--- src/rtl/demux132_pkg.sv ---
// Shared constants, types and helpers for the demux132 serial-to-parallel deserialiser.
package demux132_pkg;

    localparam int unsigned WIDTH = 32;
    localparam int unsigned SEL_W = $clog2(WIDTH);

    typedef logic [SEL_W-1:0] sel_t;
    typedef logic [SEL_W:0]   cnt_t;
    typedef logic [WIDTH-1:0] word_t;

    typedef enum logic {FILL, HOLD} state_e;

    function automatic cnt_t popcount(input word_t v);
        cnt_t c;
        c = '0;
        for (int i = 0; i < WIDTH; i++) begin
            c = c + cnt_t'(v[i]);
        end
        return c;
    endfunction

endpackage

--- src/rtl/demux132_if.sv ---
// Bit-serial input and word-parallel output handshake bundle for demux132_deser.
// DEMUX132_PARITY_EN adds the dout_par signal.
interface demux132_if;
    import demux132_pkg::*;

    logic  din;
    logic  din_valid;
    logic  din_ready;
    sel_t  sel;
    logic  auto_inc;
    logic  clear;
    word_t dout;
    logic  dout_valid;
    logic  dout_ready;
    cnt_t  fill_cnt;
`ifdef DEMUX132_PARITY_EN
    logic  dout_par;
`endif

    modport master (
        output din, din_valid, sel, auto_inc, clear, dout_ready,
        input  din_ready, dout, dout_valid, fill_cnt
`ifdef DEMUX132_PARITY_EN
        , input dout_par
`endif
    );

    modport slave (
        input  din, din_valid, sel, auto_inc, clear, dout_ready,
        output din_ready, dout, dout_valid, fill_cnt
`ifdef DEMUX132_PARITY_EN
        , output dout_par
`endif
    );

endinterface

--- src/rtl/demux132_dec.sv ---
// Enable-gated SEL_W-to-WIDTH one-hot decoder built as a tree of 1-to-2 demux cells.
module demux132_dec
    import demux132_pkg::*;
(
    input  logic  en_i,
    input  sel_t  sel_i,
    output word_t we_o
);

    // Level l consumes select bit SEL_W-1-l, so leaf index equals the select value.
    for (genvar l = 0; l < SEL_W; l++) begin : g_lvl
        logic [(2**(l+1))-1:0] lvl;
        for (genvar k = 0; k < 2**l; k++) begin : g_cell
            logic in_bit;
            if (l == 0) begin : g_root
                assign in_bit = en_i;
            end else begin : g_node
                assign in_bit = g_lvl[l-1].lvl[k];
            end
            assign lvl[2*k]   = in_bit & ~sel_i[SEL_W-1-l];
            assign lvl[2*k+1] = in_bit &  sel_i[SEL_W-1-l];
        end
    end

    assign we_o = g_lvl[SEL_W-1].lvl;

endmodule

--- src/rtl/demux132_deser.sv ---
// Sequential 1-to-32 demux: steers serial bits into a shadow word and presents it when full.
// Define DEMUX132_PARITY_EN to add a registered XOR-of-dout output.
module demux132_deser
    import demux132_pkg::*;
(
    input logic       clk,
    input logic       rst_n,
    demux132_if.slave bus
);

    state_e state_q;
    word_t  shadow_q, mask_q, dout_q;
    sel_t   ptr_q;
    cnt_t   fill_q;
    logic   dout_valid_q;
`ifdef DEMUX132_PARITY_EN
    logic   dout_par_q;
`endif

    logic  din_ready;
    logic  accept;
    sel_t  idx;
    word_t we;
    word_t shadow_d, mask_d;

    assign din_ready = rst_n & (state_q == FILL);
    // clear wins over a simultaneous data beat
    assign accept    = bus.din_valid & din_ready & ~bus.clear;
    assign idx       = bus.auto_inc ? ptr_q : bus.sel;

    demux132_dec u_dec (
        .en_i  (accept),
        .sel_i (idx),
        .we_o  (we)
    );

    always_comb begin
        shadow_d = (shadow_q & ~we) | (we & {WIDTH{bus.din}});
        mask_d   = mask_q | we;
    end

    always_ff @(posedge clk) begin
        if (!rst_n) begin
            state_q      <= FILL;
            shadow_q     <= '0;
            mask_q       <= '0;
            ptr_q        <= '0;
            fill_q       <= '0;
            dout_q       <= '0;
            dout_valid_q <= 1'b0;
`ifdef DEMUX132_PARITY_EN
            dout_par_q   <= 1'b0;
`endif
        end else if (bus.clear) begin
            state_q      <= FILL;
            mask_q       <= '0;
            ptr_q        <= '0;
            fill_q       <= '0;
            dout_valid_q <= 1'b0;
        end else begin
            case (state_q)
                FILL: begin
                    if (accept) begin
                        shadow_q <= shadow_d;
                        mask_q   <= mask_d;
                        fill_q   <= popcount(mask_d);
                        if (bus.auto_inc) begin
                            ptr_q <= ptr_q + sel_t'(1);
                        end
                        if (&mask_d) begin
                            state_q      <= HOLD;
                            dout_q       <= shadow_d;
                            dout_valid_q <= 1'b1;
`ifdef DEMUX132_PARITY_EN
                            dout_par_q   <= ^shadow_d;
`endif
                        end
                    end
                end
                HOLD: begin
                    if (bus.dout_ready) begin
                        state_q      <= FILL;
                        mask_q       <= '0;
                        ptr_q        <= '0;
                        fill_q       <= '0;
                        dout_valid_q <= 1'b0;
                    end
                end
                default: state_q <= FILL;
            endcase
        end
    end

    assign bus.din_ready  = din_ready;
    assign bus.dout       = dout_q;
    assign bus.dout_valid = dout_valid_q;
    assign bus.fill_cnt   = fill_q;
`ifdef DEMUX132_PARITY_EN
    assign bus.dout_par   = dout_par_q;
`endif

endmodule
--- src/flat_wrapper.sv ---
// flat-port wrapper written by rule: the top's interface ports become plain ports
module demux132_deser_flat import demux132_pkg::*;
  (clk, rst_n, bus_din, bus_din_valid, bus_sel, bus_auto_inc, bus_clear, bus_dout_ready, bus_din_ready, bus_dout, bus_dout_valid, bus_fill_cnt);
  demux132_if bus_i ();
  input logic clk;
  input logic rst_n;
  input wire logic [$bits(bus_i.din)-1:0] bus_din;
  input wire logic [$bits(bus_i.din_valid)-1:0] bus_din_valid;
  input wire logic [$bits(bus_i.sel)-1:0] bus_sel;
  input wire logic [$bits(bus_i.auto_inc)-1:0] bus_auto_inc;
  input wire logic [$bits(bus_i.clear)-1:0] bus_clear;
  input wire logic [$bits(bus_i.dout_ready)-1:0] bus_dout_ready;
  output wire logic [$bits(bus_i.din_ready)-1:0] bus_din_ready;
  output wire logic [$bits(bus_i.dout)-1:0] bus_dout;
  output wire logic [$bits(bus_i.dout_valid)-1:0] bus_dout_valid;
  output wire logic [$bits(bus_i.fill_cnt)-1:0] bus_fill_cnt;
  assign bus_i.din = bus_din;
  assign bus_i.din_valid = bus_din_valid;
  assign bus_i.sel = bus_sel;
  assign bus_i.auto_inc = bus_auto_inc;
  assign bus_i.clear = bus_clear;
  assign bus_i.dout_ready = bus_dout_ready;
  assign bus_din_ready = bus_i.din_ready;
  assign bus_dout = bus_i.dout;
  assign bus_dout_valid = bus_i.dout_valid;
  assign bus_fill_cnt = bus_i.fill_cnt;
  demux132_deser u_core (.clk(clk), .rst_n(rst_n), .bus(bus_i));
endmodule
--- config.mk ---
export PLATFORM = sky130hd
export DESIGN_NAME = demux132_deser_flat
export DESIGN_NICKNAME = d
export VERILOG_FILES = /design/src/rtl/demux132_pkg.sv /design/src/rtl/demux132_if.sv /design/src/rtl/demux132_dec.sv /design/src/rtl/demux132_deser.sv /design/src/flat_wrapper.sv
export SDC_FILE = /design/constraint.sdc
export NUM_CORES = 1
export LEC_CHECK = 0
export BUFFER_PORTS_ARGS = -buffer_cell sky130_fd_sc_hd__buf_2
export CAP_MARGIN = 40
export CORE_MARGIN = 5
export CORE_UTILIZATION = 60
export CTS_CLUSTER_SIZE = 8
export DETAILED_ROUTE_END_ITERATION = 16
export GPL_TIMING_DRIVEN = 0
export PLACE_DENSITY = 0.8
export SLEW_MARGIN = 20
export SYNTH_ARGS = -nofsm -noshare
export SYNTH_HDL_FRONTEND = slang
export SYNTH_HIERARCHICAL = 1
export SYNTH_SLANG_ARGS = --single-unit
export TNS_END_PERCENT = 30
--- constraint.sdc ---
create_clock -name clk -period 9.6 [get_ports clk]
set_input_delay 1.92 -clock clk [delete_from_list [all_inputs] [get_ports clk]]
set_output_delay 1.92 -clock clk [all_outputs]
set_load 0.03 [all_outputs]
## Yosys cells after proc, flatten, opt, wreduce, memory -nomap -nowiden

Index checks and enable logic that the tools add are counted.

| storage, ports and cells | value |
|---|---|
| bits in registers | 109 |
| input bits | 12 |
| output and inout bits | 40 |

| cells by class | value |
|---|---|
| add/subtract/negate cells | 32 |
| equal/unequal tests | 4 |
| mux-type cells | 19 |
| bitwise operators | 78 |
| reduce and logical (&&, ||, !) cells | 7 |

Operators by type and width:

| operator | count |
|---|---|
| $add 6x1->6 | 30 |
| $and 1x1->1 | 65 |
| $and 32x32->32 | 2 |
| $mux 32 | 2 |
| $or 32x32->32 | 2 |
| $pmux 32 s2 | 1 |
| $reduce_and 35->1 | 1 |
| $not 32->32 | 1 |
| $reduce_and 32->1 | 1 |
| $mux 5 | 4 |
| $mux 6 | 2 |
| $pmux 6 s2 | 1 |
| $pmux 5 s2 | 1 |
| $reduce_and 3->1 | 3 |
| $ne 2x2->1 const B | 4 |
| $not 1->1 | 8 |
| $mux 1 | 6 |
| $add 5x1->5 const B | 1 |
| $pmux 1 s2 | 2 |
| $add 1x1->2 | 1 |
| $reduce_and 2->1 | 1 |
| $reduce_or 2->1 | 1 |

## Logic depth before layout (Yosys ltp)

| logic depth | value |
|---|---|
| depth after elaboration | 43 |
| gate-level depth with buffers | 24 |
| mapped depth without buffers | 22 |

## Modules after synthesis

The synthesis kept the hierarchy.

Modules (own cells, without submodules):

| module | times used | cells each | area an instance (µm²) | sequential area each (µm²) |
|---|---|---|---|---|
| demux132_deser | 1 | 625 | 5769.3 | 2182.1 |
| demux132_dec | 1 | 47 | 230.2 | 0.0 |

## Worst setup path before layout

OpenSTA, ideal clock, no wires.

| timing path | value |
|---|---|
| path kind | input to register |
| from | input port rst_n |
| to | register u_core.fill_q[4], in the netlist u_core/bus.fill_cnt[4] |
| setup time | 70 ps |
| arrival time | 7978 ps |
| path slack | 1552 ps |
| cell stages on the path | 23 |
| path buffers | 2 |
| cell sequence | buf_4 > nand4bb_4 > clkinv_1 > clkbuf_1 > or4b_1 > nor2_1 > nor2_1 > inv_1 > fa_1 > fa_1 > inv_1 > fa_1 > inv_1 > fa_1 > fa_1 > fa_1 > ha_1 > fa_1 > a21o_1 > a21oi_1 > xnor2_1 > nand2_1 > a21oi_1 |

| on the way | value |
|---|---|
| longest elaborated chain between the ends | 42 |

RTL lines:

| element | RTL line | RTL |
|---|---|---|
| from (decl) | flat_wrapper.sv:6 | `input logic rst_n;` |
| $and 1x1->1 | demux132_deser.sv:26 | `assign din_ready = rst_n & (state_q == FILL);` |
| $and 1x1->1 (2 in series) | demux132_deser.sv:28 | `assign accept = bus.din_valid & din_ready & ~bus.clear;` |
| named net u_core.accept | demux132_deser.sv:21 | `logic accept;` |
| $and 1x1->1 (4 in series) | demux132_dec.sv:20 | `assign lvl[2*k] = in_bit & ~sel_i[SEL_W-1-l];` |
| $and 1x1->1 | demux132_dec.sv:21 | `assign lvl[2*k+1] = in_bit & sel_i[SEL_W-1-l];` |
| named net u_core.we[1] | demux132_deser.sv:23 | `word_t we;` |
| $or 32x32->32 | demux132_deser.sv:39 | `mask_d = mask_q \| we;` |
| $add 1x1->2 | demux132_pkg.sv:17 | `c = c + cnt_t'(v[i]);` |
| $add 6x1->6 (30 in series) | demux132_pkg.sv:17 |  |
| $mux 6 | demux132_deser.sv:63 | `if (accept) begin` |
| $pmux 6 s2 | demux132_deser.sv:61 | `case (state_q)` |
| to (signal assigned) | demux132_deser.sv:66 | `fill_q <= popcount(mask_d);` |
| to (decl) | demux132_deser.sv:14 | `cnt_t fill_q;` |

The timed path passes the listed nets, and every way through them passes these cells. The select of a mux whose other input is x is not followed.
A chain may end at the register's enable or synchronous reset.

## Worst setup path in the final report

| timing path | value |
|---|---|
| from | input port bus_clear |
| to | register u_core.fill_q[4], in the netlist u_core/bus.fill_cnt[4] |

| on the way | value |
|---|---|
| longest elaborated chain between the ends | 41 |

RTL lines:

| element | RTL line | RTL |
|---|---|---|
| from (decl) | flat_wrapper.sv:11 | `input wire logic [$bits(bus_i.clear)-1:0] bus_clear;` |
| $not 1->1 (no line) | n/a |  |
| $and 1x1->1 | demux132_deser.sv:28 |  |
| named net u_core.accept | demux132_deser.sv:21 |  |
| $and 1x1->1 (5 in series) | demux132_dec.sv:20 |  |
| named net u_core.we[0] | demux132_deser.sv:23 |  |
| $or 32x32->32 | demux132_deser.sv:39 |  |
| $add 1x1->2 | demux132_pkg.sv:17 |  |
| $add 6x1->6 (30 in series) | demux132_pkg.sv:17 |  |
| $mux 6 | demux132_deser.sv:63 |  |
| $pmux 6 s2 | demux132_deser.sv:61 |  |

The timed path passes the listed nets, and every way through them passes these cells. The select of a mux whose other input is x is not followed.

==> metrics.csv <==
stage,metric,value,unit
route,Avg WL per Cell,17.8,um
sta,final worst slack,0.959,ns
worst_setup_path,R2R Path Start,u_core/state_q,
synth,sequential area share after synthesis,0.364,
final_layout,share of layout cells above drive strength 1,0.166,
final_layout,register area,2180,um2
sta,Slew HR,0.430,
worst_setup_path,crit start category,input port,
cts,Max Buffers Root-to-Sink,2,
sta,Final setup viols,0,
place,dpl hpwl,11600,um
synth,Yosys top cell by area,dfxtp_1,
floorplanning,Core Rows,36,
worst_setup_path,crit-path max cell delay,0.62,ns
global_routing,global-route wire length before repair,25500,um
synth,Yosys reg bits,109,
floorplanning,die area,12100,um2
pwr,Final Power,0.769,mW
sta,min cycle time layout,8.64,ns
synth,top_reg_cell synth,dfxtp_1,
synth,"Avg Cell Area, Syn",8.93,um2
final_layout,Layout area overhead,10.2,%
floorplanning,Die Width,110,um
route,Initial DRT Pass Iterations,5,
route,Iteration-0 DRC Markers,417,
worst_setup_path,CP max-delay cell,clkbuf_1,
pwr,LEAKAGE,2.60,nW
synth,Synth async-reset ratio,0,
synth,Synthesized Nets,717,
global_routing,remaining global-route overflow,0,
worst_setup_path,CP startpoint,bus_clear,
final_layout,filler instances,828,
sta,clk_skew,0.0154,ns
cts,hold_buf cts,0,
floorplanning,I/O pin total,52,
final_layout,antenna fix cells,0,
cts,Max H-tree Level,3,
final_layout,post-layout net count,779,
cts,clock latency on the worst-skew pair,0.39,ns
sta,Fin. Hold Viols,0,
worst_setup_path,Critical Path RT,9.91,ns
pwr,VDD IR max,0.106,mV
floorplanning,Core Box Area,9770,um2
sta,Least-Margin Pin Slew,0.848,ns
cts,Clock Sinks,109,
sta,Fmax,0.116,GHz
worst_setup_path,worst path cell trace,"buf_2, nand4bb_4, clkinv_1, clkbuf_1, or4b_1, nor2_1, nor2_1, inv_1, fa_1, fa_1, inv_1, fa_1, inv_1, fa_1, fa_1, fa_1, ha_1, fa_1, a21o_1, a21oi_1, xnor2_1, nand2_1, a21oi_1",
cts,clock root cell,clkbuf_8,
final_layout,Multi-input gate area,3450,um2
flow_run,max capacitance violation total,0,
route,final WL,15500,um
synth,Synth Warn #,6,
synth,synth unique cells,43,
global_routing,largest net degree at the start of global routing,20,
min_path,hold wc startpoint,u_core/mask_q[10],
cts,CTS tree,yes,
worst_setup_path,WS Path Type,input port to flop,
sta,final period utilization,0.900,
route,vias per cell,6.10,
cts,Num CTS Buffers,9,
sta,setup_tns,0,ns
worst_setup_path,worst path arrival time,8.95,ns
synth,mapped cell area,6000,um2
synth,"EDFF count, synth",0,
place,pre-CTS setup slack,0.680,ns
worst_setup_path,count of buffer and inverter cells on the critical path,6,
sta,"Slew Viols, Final",0,
global_routing,Total GRT Usage,0.270,
final_layout,fin util,0.677,
run_status,status,finished clean,
route,Vias,5319,
floorplanning,Die H,110,um
route,# DRC,0,
place,GP Congestion,0.992,
worst_setup_path,Max Fanout on Critical Path,17,
pwr,pwr dens,116,nW/um2
global_routing,initial antenna violation count,0,
synth,Mapped Cells,672,
sta,RSZ-0062 raised after global routing,false,
cts,Worst-path clk slew,0.10,ns
floorplanning,Initial Utilization,0.614,
worst_setup_path,Worst Setup End Kind,flop,
synth,share of the synthesized area in the top cell type,0.364,
place,Port Buffers,49,
sta,hold_ws,0.473,ns
global_routing,vias in the first global route,5143,
worst_setup_path,"Top cell by count, worst path",fa_1,
route,Antenna Nets Post-Route,0,
cts,post-CTS setup repair buffer count,0,
min_path,Hold Path Class,flop to flop,
worst_setup_path,Crit path max-delay family,adder cells,
synth,Area contributors post-synth,"dfxtp_1, o41ai_2, fa_1, nor2_1, mux2i_1",
cts,cts repair resizes,0,
## worst min-delay path, cell delays in order (launching register included)
cell	delay, ns
dfxtp_1	0.33
a21oi_1	0.04
nor2_1	0.07
## layout by cell type, fill, tap and decap left out, types with 3 or more instances in the layout
master       n
inv_1       36
nand4bb_1    3
mux2i_1     32
or2_2        8
clkbuf_8     9
a22o_1      34
dfxtp_1    109
mux2_2       6
clkbuf_1    47
nand3_1      7
o21ai_0     35
nor2_1     124
nand4_1      5
nand4b_1     3
buf_6        3
a31oi_1     32
o41ai_2     30
buf_2       55
xor2_1       4
ha_1         9
fa_1        24
nor4_1       3
nand2_1     41
a21oi_1     39
nand2b_1     5
## kinds of logic (layout without fill, tap and decap cells)
family | after synthesis | after routing | share of synthesized area
xor+xnor | 6 | 6 | 0.00876
fa+ha+maj | 33 | 33 | 0.0989
mux | 38 | 38 | 0.0647
compound gates | 178 | 178 | 0.236
simple gates | 216 | 216 | 0.165
buf+inv | 92 | 159 | 0.0628
flops | 109 | 109 | 0.364
## synthesized netlist by cell type, types with 3 or more instances
| library cell | instances |
|---|---|
| nor2_1 | 124 |
| dfxtp_1 | 109 |
| clkbuf_1 | 47 |
| nand2_1 | 41 |
| a21oi_1 | 39 |
| inv_1 | 36 |
| o21ai_0 | 35 |
| a22o_1 | 34 |
| a31oi_1 | 32 |
| mux2i_1 | 32 |
| o41ai_2 | 30 |
| fa_1 | 24 |
| ha_1 | 9 |
| or2_2 | 8 |
| nand3_1 | 7 |
| mux2_2 | 6 |
| nand2b_1 | 5 |
| nand4_1 | 5 |
| buf_2 | 4 |
| nor4_1 | 4 |
| xor2_1 | 4 |
| buf_6 | 3 |
| nand4b_1 | 3 |
| nand4bb_1 | 3 |
## metrics by stage
step	instance area, um2	cells
after floorplan	6000	672
after global placement	6410	854
after detailed placement	6430	856
after CTS	6610	872
after global routing	6610	872
final	6610	872
## power by group
part | switching (mW) | internal [mW]
sequential | 0.000211 | 0.452
clock | 0.165 | 0.0985
combinational | 0.0344 | 0.0181
## cell type report
class	count	share of cell area
Clock buffer	9	0.0187
Inverter	37	0.0210
Tap cell	133	0.0252
Buffer	55	0.0360
Clock inverter	7	0.00927
Sequential cell	109	0.330
Timing Repair Buffer	51	0.0386
Multi-Input combinational cell	471	0.521
## layer usage
metal | vias to the layer above | global-route usage | wire (um)
met5 | - | 0 | 0
met4 | 0 | 0.101 | 443
met3 | 37 | 0.0600 | 1180
met2 | 217 | 0.430 | 7280
met1 | 2581 | 0.359 | 6620
li1 | 2484 | - | -
## path summary, 6_finish.rpt
check	end	slack, ns	depth (start not counted)
max	u_core/bus.fill_cnt[4]	0.96	23
min	u_core/mask_q[10]	0.47	2
max reg2reg	u_core/bus.fill_cnt[4]	2.26	22
min reg2reg	u_core/mask_q[10]	0.47	2
## state kept, by name, summed over array words and instances (netlist names)
name,count
u_core/state_q,1
u_core/mask_q,32
u_core/bus.fill_cnt,6
u_core/bus.dout_valid,1
u_core/bus.dout,32
u_core/ptr_q,5
u_core/shadow_q,32
Note: power is estimated with default switching activity, not from simulation.
